## src/rtl/sync_fifo.sv

```systemverilog
// Synchronous valid/ready FIFO with flush and occupancy status.
// Define FIFO_BYPASS_EN to let a word pass straight through an empty FIFO in the same cycle.
module sync_fifo #(
    parameter int unsigned DATA_SIZE = 32,
    parameter int unsigned DEPTH     = 4,
    parameter int unsigned AF_LEVEL  = 3
) (
    input  logic                       clk,
    input  logic                       rst_n,
    input  logic                       flush,
    input  logic                       in_valid,
    output logic                       in_ready,
    input  logic [DATA_SIZE-1:0]       in_data,
    output logic                       out_valid,
    input  logic                       out_ready,
    output logic [DATA_SIZE-1:0]       out_data,
    output logic [$clog2(DEPTH):0]     count,
    output logic                       full,
    output logic                       empty,
    output logic                       almost_full
);

    localparam int unsigned AW = $clog2(DEPTH);
    localparam int unsigned PW = AW + 1;

    logic [DATA_SIZE-1:0] mem [DEPTH];
    logic [PW-1:0]        wr_ptr_q, rd_ptr_q;
    logic                 push, pop, wr_en, rd_en, bypass_take;

    // Pointers carry an extra wrap bit so full and empty are distinguishable.
    always_comb begin
        empty       = (wr_ptr_q == rd_ptr_q);
        full        = (wr_ptr_q[AW] != rd_ptr_q[AW]) && (wr_ptr_q[AW-1:0] == rd_ptr_q[AW-1:0]);
        count       = wr_ptr_q - rd_ptr_q;
        almost_full = (count >= PW'(AF_LEVEL));
        in_ready    = !full && !flush;
        push        = in_valid && in_ready;
`ifdef FIFO_BYPASS_EN
        out_valid   = !flush && (!empty || in_valid);
        out_data    = empty ? in_data : mem[rd_ptr_q[AW-1:0]];
`else
        out_valid   = !empty && !flush;
        out_data    = mem[rd_ptr_q[AW-1:0]];
`endif
        pop         = out_valid && out_ready;
        // An empty-FIFO pop can only be a pass-through word; it never touches storage.
        bypass_take = empty && pop;
        wr_en       = push && !bypass_take;
        rd_en       = pop && !empty;
    end

    always_ff @(posedge clk) begin
        if (!rst_n) begin
            wr_ptr_q <= '0;
            rd_ptr_q <= '0;
        end else if (flush) begin
            rd_ptr_q <= wr_ptr_q;
        end else begin
            if (wr_en) wr_ptr_q <= wr_ptr_q + PW'(1);
            if (rd_en) rd_ptr_q <= rd_ptr_q + PW'(1);
        end
    end

    always_ff @(posedge clk) begin
        if (rst_n && wr_en) mem[wr_ptr_q[AW-1:0]] <= in_data;
    end

`ifndef SYNTHESIS
    always @(posedge clk) begin
        if (rst_n) begin
            assert (count <= PW'(DEPTH)) else $error("sync_fifo occupancy above DEPTH");
        end
    end
`endif

endmodule
```

## config.mk

```make
export PLATFORM = sky130hd
export DESIGN_NAME = sync_fifo
export DESIGN_NICKNAME = d
export VERILOG_FILES = /design/src/rtl/sync_fifo.sv
export SDC_FILE = /design/constraint.sdc
export NUM_CORES = 1
export LEC_CHECK = 0
export CAP_MARGIN = 20
export CORE_MARGIN = 2
export CORE_UTILIZATION = 55
export CTS_CLUSTER_SIZE = 25
export DETAILED_ROUTE_END_ITERATION = 16
export GPL_TIMING_DRIVEN = 1
export PLACE_DENSITY = 0.81
export SLEW_MARGIN = 15
export SYNTH_ARGS = -nofsm -noshare
export SYNTH_HDL_FRONTEND = slang
export SYNTH_SLANG_ARGS = --single-unit
```

## constraint.sdc

```tcl
create_clock -name clk -period 4.2 [get_ports clk]
set_input_delay 1.26 -clock clk [delete_from_list [all_inputs] [get_ports clk]]
set_output_delay 1.26 -clock clk [all_outputs]
set_load 0.005 [all_outputs]
```

# Word-level counts from Yosys, hierarchy flattened
# Memory sizes are Yosys's and may differ from the RTL's. A register that Yosys moved wholly into a read port is not among the register bits.
# Cells that the tools add are included.
# word_totals
ram_bits	128
ff_bits	6
input_bits	37
elab_cells	32
n_memories	1
# mem_list
memory	depth	word_bits	read_ports	rd_clocked_by_memory_dff	write_ports	line	rtl
mem	4	32	1	1	1	26	logic [DATA_SIZE-1:0] mem [DEPTH];
# op_classes
muxes	6
magnitude_cmp	1
reduce_logical	15
bitwise	1
addsub	3
n_eq_ne	3
# ops
operator	n
logical AND 1 bit	9
adder 3 x 1 -> 3 bit, second input constant	2
two-way mux 3 bit	2
zero test 1 bit	4
two-way mux 2 bit	2
== test 3 bit	1
greater-or-equal comparator 3 x 2 -> 1 bit, second input constant	1
subtractor 3 bit	1
== test 2 bit	1
two-way mux 1 bit	2
AND reduction 2 bit	1
nonzero test 2 bit	1
!= test 1 bit	1
NOT 1 bit	1

# Longest topological paths before layout
# Gate-level depths: netlist (run 1).
# depth
ltp_word	10
ltp_mapped	6
depth_no_buf	6

# Worst setup path before layout (run 1)
# No wires, ideal clock.
# synth_timing
kind	input -> register
from	in in_valid
to	mem mem[0][0], enable pin
arrival_time_ns	2.563
cell_stages	3
path_slack_ns	1.245
path_buffers	0
t_required_ns	3.808
setup_time_ns	0.392
cell_sequence	inv_1 a311oi_4 and3_1
# synth_via
elab_chain_cells	5
# synth_rtl
element	line	rtl
start: declaration	11	input logic in_valid,
logical AND 1 bit	37	push = in_valid && in_ready;
logical AND 1 bit	48	wr_en = push && !bypass_take;
logical AND 1 bit	65	if (rst_n && wr_en) mem[wr_ptr_q[AW-1:0]] <= in_data;
two-way mux 1 bit	65	
two-way mux 1 bit (not written as such)	65	
end: declaration	26	
# Every way passes these cells.

# Worst setup path after layout (run 1)
# layout_timing
from	in flush
to	out in_ready
# layout_via
elab_chain_cells	2
# layout_rtl
element	line	rtl
start: declaration	10	input logic flush,
zero test 1 bit	36	in_ready = !full && !flush;
logical AND 1 bit	36	
end: declaration	12	output logic in_ready,
# Every way passes these cells.

==> reports/qor.yml, run 1 <==
status:
  status: "complete, no violations"
routing:
  drt_pass1_iterations: 4
  dr.first_iter.drc_count: 134
  final_antenna_net_count: 0
  via_count: 2482
  drcViolationCount: 0
  post_drt_wl_per_cell_um: 19.6
  detail_route.wirelength_mm: 8.82
  vias_per_cell: 5.52
yosys:
  yosysWarnings: 0
  synth_nets: 275
  netlist_instances: 230
  syn_area_mm2: 0.00515
  ys_seq_area_frac: 0.777
  ys_ff_latch: 136
  ys_types: 28
  synth.avg_cell_area_um2: 22.4
final_layout:
  multi_input_comb_area_mm2: 0.00109
  drive_above_1_share: 0.233
  final_cell_area_mm2: 0.00672
  fillers: 539
  num_antenna_cells: 0
  nNetsFinal: 371
  area_growth_pct: 30.4
  seq_area_mm2: 0.00401
critical_path:
  crit_fanout: 7
  slowest_stage: "clkdlybuf4s50_1"
  cp-end-kind: "primary output"
  startpoint_type: "primary input"
  crit_type: "in2out"
  critPathMaxStageDelay_ps: 550
  cp.arrival_ps: 2470
  path_cells: "clkdlybuf4s50_1, nor2_1, clkdlybuf4s50_1"
  cp_data_required_time_ps: 2940
  path_common_cell: "clkdlybuf4s50_1"
clock_network:
  cts_buffers: 17
  htree_levels: 4
  cts_buffer_depth: 2
  cts.sinks: 136
  clk_latency_ps: 500
  clk_pin_slew_ps: 60
  post_cts_resized: 0
  post_cts_buffers: 0
  cts_tree: "done"
  cts-root-buf: "clkbuf_8"
  holdBufCountCts: 0
power_and_ir_drop:
  p_leak_nw: 2.23
  vdd_ir_drop_max_uv: 334
  p_per_area_mw_per_mm2: 494
global_routing:
  grt_max_degree: 33
  grt_use_total: 0.190
  grt_pass1_vias: 2601
  grt_pass1_wl_mm: 13.8
  antenna_found_initial: 0
  grt_overflow: 0
floorplan:
  io_pins: 77
  initial_core_util: 0.563
  coreArea_mm2: 0.00915
  fp.dieH_um: 101
  rows: 35
  dieArea_mm2: 0.0102
  die_w_um: 101
timing:
  tightest_slew_ps: 875
  skew_ps: 9.46
  slew_violations: 0
  tns_ps: 0
  relSlewSlack: 0.417
  period_needed_ps: 3730
  rsz0062_at_grt: "false"
  period_share: 0.888
  fmax_mhz: 268
  setup_viol: 0
  hold_violations: 0
placement:
  place.port_buffers: 76
  place.gp.congestion: 0.716
  dp.final_hpwl_mm: 5.32
  placed_area_mm2: 0.00610
flow_run:
  maxCapViolCount: 0
min_path:
  holdCritPathClass: "reg2reg"
path summary, 6_finish.rpt:
kind	start	end	slack, ps	depth (start not counted)
max	flush	in_ready	470	3
min	wr_ptr_q[2]	wr_ptr_q[2]	570	2
max reg2reg	wr_ptr_q[0]	mem[3][19]	1700	5
min reg2reg	wr_ptr_q[2]	wr_ptr_q[2]	570	2
power by group:
part	total (W)	internal (W)	switching, W	leakage (nW)
sequential	0.00153	0.00151	0.0000224	1.22
combinational	0.000276	0.000176	0.000100	0.718
clock	0.00151	0.000971	0.000541	0.290
total	0.00332	0.00265	0.000664	2.23
routing by layer:
| metal | wire length, µm | vias to the layer above | global-route usage |
|---|---|---|---|
| li1 | - | 1146 | - |
| met1 | 3630 | 1268 | 0.238 |
| met3 | 378 | 7 | 0.0596 |
| met2 | 4730 | 61 | 0.319 |
| met5 | 0 | - | 0 |
| met4 | 76 | 0 | 0.0601 |
registers in the layout, summed over array words and instances, names as in the netlist, named ones only:
name / flops
mem: 128
rd_ptr_q: 3
wr_ptr_q: 3
cell usage in the layout (no fill, tap or decap), types with 2 or more instances in the layout:
| cell type | n |
|---|---|
| clkbuf_1 | 2 |
| ha_1 | 7 |
| mux2i_1 | 2 |
| and3_2 | 4 |
| clkbuf_16 | 16 |
| inv_6 | 4 |
| a21oi_1 | 2 |
| mux4_2 | 32 |
| bufinv_16 | 4 |
| clkdlybuf4s50_1 | 76 |
| xnor2_1 | 2 |
| edfxtp_1 | 128 |
| dfxtp_1 | 6 |
| nand2_1 | 5 |
| o21ai_0 | 5 |
| nor2b_1 | 2 |
| dfxtp_2 | 2 |
| nand3_1 | 2 |
| buf_4 | 8 |
| nor2_1 | 4 |
| clkinvlp_4 | 3 |
| inv_1 | 8 |
per-stage QoR:
step / setup WS (ps) / total power [W] / hold WS, ps / instances / utilization
floorplan: 1250 / 0.00167 / 509 / 230 / -
global placement: 493 / 0.00183 / 542 / 418 / 0.667
detailed placement: 466 / 0.00184 / 563 / 418 / 0.667
CTS: 444 / 0.00335 / 573 / 450 / 0.734
global route: 373 / 0.00342 / 615 / 450 / 0.734
finish: 469 / 0.00332 / 569 / 450 / 0.734
kinds of logic after synthesis:
logic type | Yosys count | share of synthesized area
xor gates and xnor gates | 4 | 0.00826
adders and majority gates | 8 | 0.0209
buffers and inverters | 16 | 0.0124
muxes | 34 | 0.144
AOI/OAI and AO/OA | 12 | 0.0175
and+or+nand+nor | 20 | 0.0199
DFF | 136 | 0.777
worst max-delay path: cells and delay by family:
family	cells	cell delay (ps)
buf+inv	2	1060
simple gates	1	160
synth_stat cells, drive strengths merged:
| cell | n | share of area |
|---|---|---|
| a21o | 1 | 0.0015 |
| a21oi | 2 | 0.0019 |
| a311oi | 1 | 0.0051 |
| a32oi | 1 | 0.0017 |
| and2 | 1 | 0.0012 |
| and3 | 4 | 0.0049 |
| buf | 5 | 0.0044 |
| clkbuf | 3 | 0.0022 |
| dfxtp | 8 | 0.031 |
| edfxtp | 128 | 0.75 |
| fa | 1 | 0.0039 |
| ha | 7 | 0.017 |
| inv | 8 | 0.0058 |
| mux2i | 2 | 0.0039 |
| mux4 | 32 | 0.14 |
| nand2 | 5 | 0.0036 |
| nand2b | 1 | 0.0012 |
| nand3 | 2 | 0.0019 |
| nand4b | 1 | 0.0017 |
| nor2 | 4 | 0.0029 |
| nor2b | 2 | 0.0024 |
| o211ai | 1 | 0.0015 |
| o21ai | 6 | 0.0058 |
| xnor2 | 2 | 0.0034 |
| xor2 | 2 | 0.0049 |
layout make-up:
cell class	count	share of cell area
clock buffer	19	0.0628
clock inverter	13	0.0285
inverter	8	0.00447
multi-input combinational	78	0.162
sequential	136	0.596
tap	111	0.0207
timing repair buffer	85	0.125
(Power assumes the default switching activity.)
==> run 2: changes to the inputs <==
--- a/config.mk
+++ b/config.mk
@@ -6,7 +6,6 @@
 export NUM_CORES = 1
 export LEC_CHECK = 0
 export CAP_MARGIN = 20
-export CORE_MARGIN = 2
 export CORE_UTILIZATION = 55
 export CTS_CLUSTER_SIZE = 25
 export DETAILED_ROUTE_END_ITERATION = 16
==> constraint.sdc (replaced) <==
create_clock -name clk -period 4.2 [get_ports clk]
set_input_delay 0.84 -clock clk [delete_from_list [all_inputs] [get_ports clk]]
set_output_delay 0.84 -clock clk [all_outputs]
set_load 0.005 [all_outputs]
==> reports/qor.yml, run 2 (synthesized netlist as in run 1, its figures left out) <==
final_layout:
  area_growth_pct: 27.6
  num_antenna_cells: 0  # unchanged
  nNetsFinal: 363  # -2.2%
  layout_common_cells: "128 x edfxtp_1, 76 x clkdlybuf4s50_1, 32 x mux4_2"
  finalNonFillerCells: 439  # -2.4%
  largest_reg_flops: 128  # unchanged
  mostFrequentLayoutCell: "edfxtp_1"
  drive_above_1_share: 0.221  # -0.0125
global_routing:
  met1_usage: 0.281  # +0.0427
  grt_pass1_wl_mm: 14.7  # +6.9%
  grt_pass1_vias: 2668  # +2.6%
  grt_max_degree: 33  # unchanged
  grt_busiest_layer: "met2"
  grt_overflow: 0  # unchanged
  grt_use_met2: 0.345  # +0.0258
  antenna_found_initial: 0  # unchanged
  grt_use_total: 0.216  # +0.0259
  grtUsageMet3: 0.0660  # +0.00632
placement:
  place.port_buffers: 76  # unchanged
  dp.final_hpwl_mm: 5.37  # +0.93%
  dp_cells: 407  # -2.6%
  place_ws_ps: 1170  # +705 ps
  place.gp.congestion: 0.725  # +1.2%
critical_path:
  crit_fanout: 23  # +16
  cp_num_buf_inv: 2  # unchanged
  cp.arrival_ps: 2620  # +150 ps
  startpoint_type: "register"
  cp_top_family: "buffers and inverters"
  endpoint: "out_data[18]"
  cp-end-kind: "primary output"
  timing.rr.start: "wr_ptr_q[0]"
  crit_type: "reg2out"
  cp_data_required_time_ps: 3360  # +420 ps
  path_depth: 3  # unchanged
  rrSetupSlack_ps: 1710  # about the same
  slowest_stage: "mux4_2"
  critPathMaxStageDelay_ps: 600  # +50 ps
  path_cells: "buf_4, mux4_2, clkdlybuf4s50_1"
  worstReg2RegEnd: "mem[0][28]"
  reg2reg_depth: 4  # -1
clock_network:
  cts_tree: "done"
  cts_buffers: 17  # unchanged
  holdBufCountCts: 0  # unchanged
  htree_levels: 4  # unchanged
  cts.sinks: 136  # unchanged
  post_cts_resized: 0  # unchanged
  cts-root-buf: "clkbuf_8"
  clk_pin_slew_ps: 70  # about the same
  post_cts_buffers: 0  # unchanged
  cts_buffer_depth: 2  # unchanged
  clk_latency_ps: 520  # +20 ps
timing:
  fin_hold_ws_ps: 545  # -23.6 ps
  fin_ws_ps: 736  # +268 ps
  slew_violations: 0  # unchanged
  hold_violations: 0  # unchanged
  tightest_slew_ps: 839  # -36.1 ps
  tns_ps: 0  # unchanged
  skew_ps: 13.9  # +4.43 ps
  fmax_mhz: 289  # +7.7%
  setup_viol: 0  # unchanged
  relSlewSlack: 0.441  # +0.0241
  rsz0062_at_grt: "false"
  period_needed_ps: 3460  # -268 ps
  period_share: 0.825  # -0.0638
routing:
  detail_route.wirelength_mm: 9.34  # +5.9%
  drcViolationCount: 0  # unchanged
  via_count: 2490  # +0.32%
  dr.first_iter.drc_count: 136  # +1.5%
  drt_pass1_iterations: 4  # unchanged
  post_drt_wl_per_cell_um: 21.3  # +8.5%
  vias_per_cell: 5.67  # +2.8%
  final_antenna_net_count: 0  # unchanged
floorplan:
  rows: 34  # -2.9%
  fp.dieH_um: 98.8  # -2.0%
  initial_core_util: 0.579  # +0.0166
  io_pins: 77  # unchanged
  coreArea_mm2: 0.00889  # -2.9%
  dieArea_mm2: 0.00976  # -3.9%
  die_w_um: 98.8  # -2.0%
flow_run:
  maxCapViolCount: 0  # unchanged
min_path:
  holdCritPathClass: "reg2reg"
status:
  status: "complete, no violations"
power_and_ir_drop:
  p_leak_nw: 2.16  # -3.2%
  p_per_area_mw_per_mm2: 480  # -2.8%
  vdd_ir_drop_max_uv: 259  # -23%
run 2: changes by cell type in the layout (fill, tap and decap cells not counted), sizes merged:
| cell | before | now |
|---|---|---|
| bufinv | 4 | 0 |
| buf | 9 | 1 |
| inv | 12 | 19 |
| clkbuf | 19 | 17 |
| clkinvlp | 3 | 2 |
run 2: where the power goes:
part           total, W  switching (W)  internal [W]
Clock           0.00135       0.000603      0.000749
Combinational  0.000277       0.000105      0.000172
Sequential      0.00153      0.0000215       0.00151
Total           0.00316       0.000729       0.00243
run 2: worst reg2reg max path: cells and delay by family (launching register included):
kind	cells	cell delay [ps]
AND/OR/NAND/NOR	1	820
AO/OA/AOI/OAI	1	370
buffers and inverters	1	120
flip-flops	1	380
adder cells (fa/ha/maj)	1	410
run 2: worst min path at each step:
stage | from | end | slack, ps | cells past startpoint
after floorplan | wr_ptr_q[2] | wr_ptr_q[2] | 510 | 2
after global placement | wr_ptr_q[2] | wr_ptr_q[2] | 540 | 2
after detailed placement | wr_ptr_q[2] | wr_ptr_q[2] | 540 | 2
after CTS | wr_ptr_q[2] | wr_ptr_q[2] | 550 | 2
after global routing | wr_ptr_q[2] | wr_ptr_q[2] | 590 | 2
final | wr_ptr_q[2] | wr_ptr_q[2] | 550 | 2
run 2: final cells by class:
type                            instances  area, µm²
Fill cell                             519       2320
Multi-Input combinational cell         78       1090
Tap cell                              108        135
Clock inverter                         15        130
Timing Repair Buffer                   77        768
Inverter                                8       30.0
Sequential cell                       136       4010
Clock buffer                           17        414
run 2: stage by stage:
| stage | cell area [µm²] | utilization | power (W) |
|---|---|---|---|
| floorplan | 5150 | - | 0.00167 |
| global placement | 6030 | 0.678 | 0.00183 |
| detailed placement | 6030 | 0.678 | 0.00183 |
| CTS | 6570 | 0.739 | 0.00318 |
| global route | 6570 | 0.739 | 0.00325 |
| finish | 6570 | 0.739 | 0.00316 |
run 2: routing by layer:
layer | part of all wire | vias to the layer above | wire length (µm)
met5 | 0 | - | 0
met3 | 0.055 | 19 | 512
met4 | 0.016 | 0 | 145
met1 | 0.42 | 1248 | 3920
met2 | 0.51 | 90 | 4750
li1 | - | 1133 | -
